File: src/rtl/fp16_result_packer.sv
`default_nettype none
// ============================================================================
// Module   : fp16_result_packer
// Purpose  : Packs FP16 results into wide words, buffers them in a FWFT FIFO.
// Revision : 1.0
// ============================================================================
module fp16_result_packer #(
    parameter int PACK_N     = 8,
    parameter int FIFO_DEPTH = 4
) (
    input  logic                  i_clk,
    input  logic                  i_reset,
    input  logic [15:0]           i_fp16_result,
    input  logic                  i_valid,
    input  logic                  i_last,
    output logic                  o_ready,
    output logic [16*PACK_N-1:0]  o_data,
    output logic [PACK_N-1:0]     o_data_strb,
    output logic                  o_data_last,
    output logic                  o_data_valid,
    input  logic                  i_data_ready,
    output logic [15:0]           o_result_count,
    output logic                  o_overrun
);

    localparam int c_LANE_W = $clog2(PACK_N);
    localparam int c_PTR_W  = $clog2(FIFO_DEPTH);
    localparam int c_CNT_W  = c_PTR_W + 1;
    localparam int c_WORD_W = 16 * PACK_N;

    logic [c_LANE_W-1:0] lane_ptr_q, lane_ptr_d;
    logic [c_WORD_W-1:0] asm_data_q, asm_data_d;
    logic [PACK_N-1:0]   asm_strb_q, asm_strb_d;
    logic [c_PTR_W-1:0]  wr_ptr_q, wr_ptr_d;
    logic [c_PTR_W-1:0]  rd_ptr_q, rd_ptr_d;
    logic [c_CNT_W-1:0]  fifo_cnt_q, fifo_cnt_d;
    logic [15:0]         result_cnt_q, result_cnt_d;
    logic                overrun_q, overrun_d;

    logic [c_WORD_W-1:0] mem_data_q [FIFO_DEPTH];
    logic [PACK_N-1:0]   mem_strb_q [FIFO_DEPTH];
    logic                mem_last_q [FIFO_DEPTH];

    logic                w_accept;
    logic                w_commit;
    logic                w_pop;
    logic [c_WORD_W-1:0] w_word;
    logic [PACK_N-1:0]   w_strb;

    assign o_ready      = (fifo_cnt_q != c_CNT_W'(FIFO_DEPTH));
    assign o_data_valid = (fifo_cnt_q != '0);
    assign w_accept     = i_valid & o_ready;
    assign w_commit     = w_accept & ((lane_ptr_q == c_LANE_W'(PACK_N - 1)) | i_last);
    assign w_pop        = o_data_valid & i_data_ready;

    // Assembled word including the lane being written this cycle; this is
    // what gets pushed when the word commits.
    always_comb begin
        w_word = asm_data_q;
        w_strb = asm_strb_q;
        for (int k = 0; k < PACK_N; k++) begin
            if (lane_ptr_q == c_LANE_W'(k)) begin
                w_word[16*k +: 16] = i_fp16_result;
                w_strb[k]          = 1'b1;
            end
        end
    end

    always_comb begin
        lane_ptr_d   = lane_ptr_q;
        asm_data_d   = asm_data_q;
        asm_strb_d   = asm_strb_q;
        result_cnt_d = result_cnt_q;
        overrun_d    = overrun_q | (i_valid & ~o_ready);
        if (w_accept) begin
            result_cnt_d = result_cnt_q + 16'd1;
            if (w_commit) begin
                lane_ptr_d = '0;
                asm_data_d = '0;
                asm_strb_d = '0;
            end else begin
                lane_ptr_d = lane_ptr_q + c_LANE_W'(1);
                asm_data_d = w_word;
                asm_strb_d = w_strb;
            end
        end
    end

    always_comb begin
        wr_ptr_d   = w_commit ? wr_ptr_q + c_PTR_W'(1) : wr_ptr_q;
        rd_ptr_d   = w_pop    ? rd_ptr_q + c_PTR_W'(1) : rd_ptr_q;
        fifo_cnt_d = fifo_cnt_q;
        case ({w_commit, w_pop})
            2'b10:   fifo_cnt_d = fifo_cnt_q + c_CNT_W'(1);
            2'b01:   fifo_cnt_d = fifo_cnt_q - c_CNT_W'(1);
            default: fifo_cnt_d = fifo_cnt_q;
        endcase
    end

    always_ff @(posedge i_clk) begin
        if (i_reset) begin
            lane_ptr_q   <= '0;
            asm_data_q   <= '0;
            asm_strb_q   <= '0;
            wr_ptr_q     <= '0;
            rd_ptr_q     <= '0;
            fifo_cnt_q   <= '0;
            result_cnt_q <= '0;
            overrun_q    <= 1'b0;
        end else begin
            lane_ptr_q   <= lane_ptr_d;
            asm_data_q   <= asm_data_d;
            asm_strb_q   <= asm_strb_d;
            wr_ptr_q     <= wr_ptr_d;
            rd_ptr_q     <= rd_ptr_d;
            fifo_cnt_q   <= fifo_cnt_d;
            result_cnt_q <= result_cnt_d;
            overrun_q    <= overrun_d;
        end
    end

    // Storage needs no reset: the head is masked to zero whenever empty.
    always_ff @(posedge i_clk) begin
        if (w_commit && !i_reset) begin
            mem_data_q[wr_ptr_q] <= w_word;
            mem_strb_q[wr_ptr_q] <= w_strb;
            mem_last_q[wr_ptr_q] <= i_last;
        end
    end

    assign o_data         = o_data_valid ? mem_data_q[rd_ptr_q] : '0;
    assign o_data_strb    = o_data_valid ? mem_strb_q[rd_ptr_q] : '0;
    assign o_data_last    = o_data_valid ? mem_last_q[rd_ptr_q] : 1'b0;
    assign o_result_count = result_cnt_q;
    assign o_overrun      = overrun_q;

endmodule
`default_nettype wire

File: config.mk
export PLATFORM = sky130hd
export DESIGN_NAME = fp16_result_packer
export DESIGN_NICKNAME = d
export VERILOG_FILES = /design/src/rtl/fp16_result_packer.sv
export SDC_FILE = /design/constraint.sdc
export NUM_CORES = 1
export LEC_CHECK = 0
export ABC_CLOCK_PERIOD_IN_PS = 17300
export BUFFER_PORTS_ARGS = -buffer_cell sky130_fd_sc_hd__buf_2
export CAP_MARGIN = 40
export CORE_MARGIN = 8
export CORE_UTILIZATION = 65
export CTS_CLUSTER_DIAMETER = 30
export DETAILED_ROUTE_END_ITERATION = 10
export GPL_ROUTABILITY_DRIVEN = 0
export PLACE_DENSITY = 0.85
export SYNTH_ARGS = -nofsm -noshare
export SYNTH_HDL_FRONTEND = slang
export SYNTH_SLANG_ARGS = --single-unit
File: constraint.sdc
create_clock -name i_clk -period 17.3 [get_ports i_clk]
set_input_delay 4.325 -clock i_clk [delete_from_list [all_inputs] [get_ports i_clk]]
set_output_delay 4.325 -clock i_clk [all_outputs]
set_load 0.02 [all_outputs]
==> summary.md <==
| Metric | Value |
|---|---|
| Seq/Total Area, Yosys | between 70% and 80% |
| Initial antenna violation count | 6 |
| Setup-failing EPs final | 0 |
| Largest net degree at the start of global routing | between 70 and 80 |
| Crit path DAT | 3240 ps |
| Routed vias | 16.6k |
| Final ANT Viol Nets | 0 |
| Post-route cell area | between 30000 and 40000 um^2 |
| Final Hold Viols | 0 |
| All-Layer GR Usage | 29.0% |
| TritonCTS clock tree | done |
| Crit-path max FO | slightly above 40 |
| Yosys reg bits | a little over 700 |
| RSZ-0062 raised after global routing | false |
| Vias in the first global route | approximately 18k |
| # DRC | 0 |
| Final Net Count | approximately 1.9k |
| Detailed placement HPWL | approximately 37 mm |
| Worst-case reg-to-reg path depth | 9 |
| Placeable Area | approximately 43000 um^2 |
| Count of final max-slew check failures | 0 |
| Min-delay worst type | reg2reg |
| Die Area | around 50000 um^2 |
| Hold slack final | around 460 ps |
| Yosys warns | 0 |
| Clk slew on worst S/H paths | approximately 50 ps |
| Run status | finished, final reports clean |
| Post-synthesis to final-layout area growth | 19.9% |
| CP required | ~13000 ps |
| R2r endpoint | mem_data_q[2][89] |
| Routed len/inst | between 20 and 30 um |
| Worst-Margin Slew | 957 ps |
| Post-Layout Cell Count | between 2k and 2.5k |
| Die width | approximately 220 um |
| Post-CTS Setup Bufs | 0 |
| Rows | 76 |
| Initial Util | between 60% and 70% |
| Crit path kind | reg2out |
| Synthesized instance count | ~1.6k |
| F_max | 132 MHz |
| Clk root buf | clkbuf_16 |
| Vias per cell | about 6.7 |
| H-Tree Depth | 3 |
| Final period util | between 40% and 50% |
| Post-CTS sizing | 0 |
| Static leakage | 12.0 nW |
| Global-route wire length before repair | approximately 110 mm |
| Die Ht | roughly 220 um |
| Worst r2r src | lane_ptr_q[2] |
| Worst Setup EP | o_data[33] |
| Max Cap Violations | 0 |
| Clock Path Buffers | 3 |
| Library cells used by synthesis | 42 |
| Post-layout util | between 70% and 80% |
| I/O Pins | roughly 180 |
| Worst clock skew | between 20 and 30 ps |
| Crit. End Element | output pin |
| Buffers added on ports | around 180 |
| Startpoint class of the critical path | flop |
| Most common cell after layout, fill and taps aside | edfxtp_1 |
| Slew margin rel. | a little over a third |
| Total grt overflow | 0 |
| Num CTS Buffers | between 100 and 150 |
| Worst R2R Setup Slack | between 10000 and 15000 ps |
| Synthesized area | 28000 um^2 |
| Initial DRC count | 2217 |
| Syn Area/Cell | ~17 um^2 |
| Later-pin clock latency in the skew report | 640 ps |
| Final wirelength | approximately 73 mm |
| Syn Nets | between 1.5k and 2k |
| Worst IR Drop VDD | approximately 0.095 mV |
| Clk sinks | just over 700 |
| Drt first pass iters | 8 |
| Final TNS setup | 0 ps |
| Placed cells | between 2k and 2.5k |
| Hold Buf Count CTS | 0 |
| Layout cells sized above 1 | 35.7% |
| Commonest cells after routing, fill and taps aside | edfxtp_1 (548), buf_2 (175), dfxtp_1 (163) |
| Tmin final | 7570 ps |
| Cell area power density | roughly 160 nW/um^2 |
| Placed inst area | 29700 um^2 |
power breakdown:
part / leakage (nW) / internal, W / switching (W)
sequential: 6.46 / 0.00190 / 0.0000426
clock: 1.87 / 0.00145 / 0.000835
combinational: 3.71 / 0.000471 / 0.000725
total: 12.0 / 0.00382 / 0.00160
synth_stat cells:
master	count	share of area [%]
nor4_1	2	0.045
nor4b_1	2	0.063
nand2b_1	5	0.11
nor3_2	1	0.036
nor3b_1	2	0.054
a21oi_1	13	0.23
nor3b_2	2	0.089
or2_1	1	0.022
clkbuf_1	44	0.59
buf_6	4	0.16
a31o_2	1	0.031
a211oi_2	1	0.045
inv_1	9	0.12
nand3_1	4	0.072
xor2_1	4	0.13
or3_1	6	0.13
inv_2	1	0.013
dfxtp_1	165	12
nor2_1	159	2.1
a31oi_1	3	0.067
xnor2_1	11	0.34
nor3_1	17	0.30
mux4_2	137	11
ha_1	12	0.54
buf_2	45	0.80
nand3_2	1	0.036
or2_2	5	0.11
and2_1	160	3.6
and4_1	1	0.031
mux2i_1	1	0.036
buf_1	9	0.12
clkbuf_2	1	0.018
nand2_1	11	0.15
fa_1	1	0.072
buf_4	1	0.027
a22oi_1	96	2.6
o21ai_0	4	0.072
mux2_2	130	5.2
edfxtp_1	548	59
a21oi_2	1	0.031
nor2b_1	5	0.11
nand4_1	4	0.089
critical path, stage by stage (launching register included):
cell,delay [ps]
dfxtp_4,650
buf_12,290
buf_4,310
buf_16,330
mux4_2,560
and2_1,210
buf_2,170
flip-flops by register name, summed over array words and instances, names as in the netlist, 3 cells and up, named ones only:
register        cells
o_result_count     16
lane_ptr_q          3
fifo_cnt_q          3
asm_strb_q          8
asm_data_q        128
mem_strb_q         32
mem_last_q          4
mem_data_q        512
cells by family (layout without fill, tap and decap cells):
| family | Yosys count | in the layout | share of synthesized area [%] |
|---|---|---|---|
| multiplexers | 268 | 268 | 16.3 |
| adder cells (fa/ha/maj) | 13 | 13 | 0.608 |
| flip-flops | 713 | 713 | 70.6 |
| buffers and inverters | 114 | 432 | 1.85 |
| AND/OR/NAND/NOR | 388 | 388 | 7.16 |
| AO/OA/AOI/OAI | 119 | 119 | 3.05 |
| other | 0 | 1 | 0 |
| XOR/XNOR | 15 | 15 | 0.469 |
layer usage:
layer  global-route usage [%]  share of wire (%)  vias up  wire length, um
li1                         -                  -     6742                -
met2                     47.2                 49     1232            35500
met1                     36.4                 36     8401            26100
met4                     16.5                5.5        0             3970
met3                     5.82                 10      259             7260
met5                        0                  0        -                0
worst min path at each step:
stage,startpoint,endpoint,depth (start not counted)
2_1_floorplan,asm_strb_q[7],asm_strb_q[7],1
3_3_place_gp,asm_strb_q[7],asm_strb_q[7],1
3_5_place_dp,asm_strb_q[7],asm_strb_q[7],1
4_1_cts,asm_data_q[118],asm_data_q[118],1
5_1_grt,asm_data_q[118],asm_data_q[118],1
6_report,asm_data_q[118],asm_data_q[118],1
through the flow:
step,power (W),setup slack [ps]
floorplan,0.00277,8820
global placement,0.00310,9780
detailed placement,0.00315,10130
CTS,0.00545,9650
global route,0.00558,9550
finish,0.00543,9730
area by class of cell:
cell class	instances	area (um^2)
Fill cell	2051	9220
Clock buffer	138	3070
Timing Repair Buffer	212	1450
Tap cell	546	683
Clock inverter	72	817
Sequential cell	713	19800
Multi-Input combinational cell	803	7760
Antenna cell	1	2.50
Inverter	10	37.5
No activity file was read; power rests on OpenSTA's default activity.
